## config.mk

```make
export PLATFORM = sky130hd
export DESIGN_NAME = prbs_gen
export DESIGN_NICKNAME = d
export VERILOG_FILES = /design/src/rtl/prbs_gen.sv
export SDC_FILE = /design/constraint.sdc
export NUM_CORES = 1
export LEC_CHECK = 0
export BUFFER_PORTS_ARGS = -buffer_cell sky130_fd_sc_hd__buf_2
export CORE_ASPECT_RATIO = 0.75
export CORE_MARGIN = 2
export CORE_UTILIZATION = 50
export CTS_CLUSTER_DIAMETER = 50
export DETAILED_ROUTE_END_ITERATION = 8
export GPL_TIMING_DRIVEN = 1
export PLACE_DENSITY = 0.73
export SLEW_MARGIN = 20
export SYNTH_ARGS = -nofsm -noshare
export SYNTH_HDL_FRONTEND = slang
export SYNTH_HIERARCHICAL = 1
export SYNTH_SLANG_ARGS = --single-unit
```

## constraint.sdc

```tcl
create_clock -name clock -period 2.45 [get_ports clock]
set_input_delay 0.49 -clock clock [delete_from_list [all_inputs] [get_ports clock]]
set_output_delay 0.49 -clock clock [all_outputs]
set_load 0.02 [all_outputs]
```

## src/rtl/prbs_gen.sv

```systemverilog
// Parametrised Fibonacci LFSR word generator. OUT_BITS steps are unrolled per word.
// Adds run-time seeding, zero-seed substitution, a valid/ready output and a word counter.

module prbs_step #(
   parameter int               WIDTH = 7,
   parameter logic [WIDTH-1:0] TAPS  = 7'b1001000
) (
   input  logic [WIDTH-1:0] cur,
   output logic [WIDTH-1:0] nxt,
   output logic             fb
);
   assign fb  = ^(cur & TAPS);
   assign nxt = {cur[WIDTH-2:0], fb};
endmodule

module prbs_gen #(
   parameter int               WIDTH    = 7,
   parameter logic [WIDTH-1:0] TAPS     = 7'b1001000,
   parameter logic [WIDTH-1:0] SEED     = 7'b1111111,
   parameter int               OUT_BITS = 8,
   parameter int               CNT_W    = 16
) (
   input  logic                clock,
   input  logic                reset,
   input  logic                enable,
   input  logic                load,
   input  logic [WIDTH-1:0]    seed_in,
   output logic [OUT_BITS-1:0] rnd,
   output logic                out_valid,
   input  logic                out_ready,
   output logic                lock_err,
   output logic [CNT_W-1:0]    word_cnt
);

   logic [WIDTH-1:0]    s_q;
   logic [WIDTH-1:0]    s_adv;
   logic [OUT_BITS-1:0] word_nxt;
   logic                seed_zero;
   logic                gen;
   logic                drain;

   // Each step lives in its own generate scope so the unrolled chain has no
   // self-dependent combinational vector.
   for (genvar k = 0; k < OUT_BITS; k++) begin : g_step
      logic [WIDTH-1:0] cur;
      logic [WIDTH-1:0] nxt;
      if (k == 0) begin : g_first
         assign cur = s_q;
      end else begin : g_rest
         assign cur = g_step[k-1].nxt;
      end
      prbs_step #(
         .WIDTH (WIDTH),
         .TAPS  (TAPS)
      ) u_step (
         .cur (cur),
         .nxt (nxt),
         .fb  (word_nxt[k])
      );
   end

   assign s_adv     = g_step[OUT_BITS-1].nxt;
   assign seed_zero = (seed_in == '0);
   assign gen       = enable && (!out_valid || out_ready);
   assign drain     = !enable && out_valid && out_ready;

   always_ff @(posedge clock or negedge reset) begin
      if (!reset) begin
         s_q       <= SEED;
         rnd       <= '0;
         out_valid <= 1'b0;
         lock_err  <= 1'b0;
         word_cnt  <= '0;
      end else begin
         lock_err <= 1'b0;
         if (load) begin
            // a zero seed would freeze the LFSR, so fall back to SEED and flag it
            s_q       <= seed_zero ? SEED : seed_in;
            lock_err  <= seed_zero;
            out_valid <= 1'b0;
            word_cnt  <= '0;
         end else if (gen) begin
            s_q       <= s_adv;
            rnd       <= word_nxt;
            out_valid <= 1'b1;
            word_cnt  <= word_cnt + CNT_W'(1);
         end else if (drain) begin
            out_valid <= 1'b0;
         end
      end
   end

endmodule

```

==> qor.yml <==
cts:
  path_clk_slew_ns: 0.06
  clk_root_buffer_cell: "clkbuf_8"
  htree_levels: 2
  ctsHoldBuffers: 0
  cts_made_buffers: 5
  cts_tree: "yes"
  clock_latency_ns: 0.28
  cts_sinks: 33
  cts_resized: 0
  post_cts.repair.setup_buffers: 0
  cts.path.max_buffers: 2
synthesis:
  synth.distinct_cells: 32
  synthArstFlopShare: 1.000
  syn_area_sq_um: 2056
  synthCells: 212
  yosys.area.top_type: "dfrtp_1"
  synth_area_leaders: "dfrtp_1 (32%), buf_4 (21%), dfstp_2 (8.9%)"
  post-synth-top-area-fraction: 0.3165
  yosysMostFrequentCell: "buf_4"
  synth_edf_count: 0
  syn_nets: 225
  ys.flop_type: "dfrtp_1"
  avgSynthCellArea_sq_um: 9.697
  yosys_register_bits: 33
  yosysSeqAreaShare: 0.4060
  yosys_warnings: 6
  synthTopCellsByCount: "buf_4 (57), dfrtp_1 (26), nor2_1 (17), o21ai_0 (13), xor2_1 (12)"
sta:
  finalSetupViolCount: 0
  tightest_slew_ns: 0.7239
  fin_ws_ns: 0.6461
  final.setup.tns_ns: 0
  finalWorstPathRequiredPeriod_ns: 1.804
  clock_skew_ns: 0.006166
  relSlewSlack: 0.5174
  drv_slew: 0
  fin_crit_sh: 0.7363
  max_freq_mhz: 554.4
  hold_violations: 0
  rsz0062_at_grt: "false"
detailed_routing:
  drtAntennaViolNets: 0
  routed_wl_um: 3328
  dr.max_layer_used: "met4"
  drt-initial-drc-count: 87
  wl_per_cell_um: 13.37
  num_vias: 1274
  wl_met2_um: 1506
  viasPerCell: 5.116
  routed-wl-met3_um: 127
  drc: 0
  met1_length_um: 1650
  drtPass1Iterations: 4
power_and_ir_drop:
  p_leak_nw: 0.9018
  p_per_area_nw_per_um2: 796.5
  vdd_drop_max_v: 0.0002714
final_layout:
  fillers: 392
  multi_input_area_sq_um: 757.0
  syn_to_final_growth_pct: -4.017
  final_area_sq_um: 1973
  regArea_sq_um: 834.6
  layout-drive-gt1-share: 0.3402
  diodes: 0
  fin_nets: 206
floorplanning:
  die_x_um: 78.04
  core-area_sq_um: 4004
  ios: 38
  rows: 20
  dieArea_sq_um: 4646
  die_h_um: 59.53
  start_util: 0.5134
worst_setup_path:
  slowest_stage: "nor2_2"
  critPathArrivalTime_ns: 1.97
  cp_max_fo: 11
  criticalPathCategory: "reg -> reg"
  crit_buf_inv: 0
  crit_chain: "nand2b_1 > nand2_2 > nor2_2 > mux2_2"
  cp-end-kind: "register"
  cpLargestDelayFamily: "simple AND/OR/NAND/NOR gates"
  worstPathRequired_ns: 2.61
  cp-start-kind: "register"
  max_stage_delay_ns: 0.40
global_routing:
  gr-total-overflow: 0
  grt_pass1_wl_um: 5844
  grt_pass1_vias: 1254
  grt_max_degree: 34
  grt.total_usage: 0.1627
  antenna_found_initial: 0
placed_design:
  place_congestion: 0.7700
  dp_hpwl_um: 2368
  place_area_sq_um: 1857
  port_buffers: 37
  dp_slack_ns: 0.4149
outcome:
  status: "finished, final reports clean"
flow_run:
  maxCapViolations: 0
worst_hold_path:
  holdCritPathClass: "in -> async"
==> path summary, 6_finish.rpt <==
kind / slack, ns / cells past startpoint / end / from
max reg2reg: 0.65 / 4 / rnd[2] / out_valid
min reg2reg: 0.50 / 1 / rnd[7] / rnd[7]
min in group clock: 0.47 / 3 / g_step[0].cur[0] / seed_in[0]
min: 0.27 / 1 / lock_err / reset
max: 0.65 / 4 / rnd[2] / out_valid
max in group asynchronous: 1.72 / 1 / out_valid / reset
==> area by class of cell <==
cell class	instances	share of cell area
flip-flops and latches	33	0.4230
multi-input cells	113	0.3836
repair buffers	37	0.09385
clock buffers	7	0.04375
well taps	55	0.03488
clock inverters	1	0.01522
inverters	3	0.005707
==> routing by layer <==
layer	vias up	global-route usage
met1	612	0.2194
met2	23	0.2648
met3	6	0.03201
met5	-	0
met4	0	0.06015
li1	633	-
==> registers in the layout, indices dropped and copies added (netlist names) <==
signal / flops
g_step.cur: 7
out_valid: 1
lock_err: 1
word_cnt: 16
rnd: 8
==> metrics by stage <==
stage	instances	total power, mW	util	hold WS (ns)
floorplan	212	1.267	-	0.1944
global placement	241	1.054	0.4638	0.4900
detailed placement	241	1.061	0.4638	0.4918
CTS	249	1.591	0.4928	0.2937
global route	249	1.671	0.4928	0.3169
finish	249	1.572	0.4928	0.2674
==> placed cells by master (no fill, tap or decap), types with 4 or more instances in the layout <==
cell type and count:
mux2_2 8, or3_1 8, clkbuf_8 6, o21ai_0 13, dfrtp_1 26, nand4_1 4, dfstp_2 7, buf_2 37
nand2_1 5, nand3_1 4, nor2_1 17, xor2_1 12, o31ai_1 6, a21oi_1 11
==> where the power goes <==
part | total [mW] | internal [mW] | switching (mW)
sequential | 0.692 | 0.640 | 0.0523
clock | 0.522 | 0.331 | 0.191
combinational | 0.357 | 0.142 | 0.215
total | 1.57 | 1.11 | 0.459
==> worst reg2reg max path, delay by kind of cell, from the launching register on <==
family / cells / cell delay [ns]
multiplexers: 1 / 0.39
AND/OR/NAND/NOR: 3 / 0.94
flip-flops: 1 / 0.37
==> cells by family after synthesis <==
| kind of cell | Yosys count | synth area share |
|---|---|---|
| XOR/XNOR | 14 | 0.05965 |
| AND/OR/NAND/NOR | 56 | 0.1637 |
| adder cells (fa/ha/maj) | 1 | 0.006085 |
| AO/OA/AOI/OAI | 34 | 0.09494 |
| multiplexers | 8 | 0.04382 |
| buffers and inverters | 66 | 0.2258 |
| flip-flops | 33 | 0.4060 |
Power figures use the tool's default switching activity.
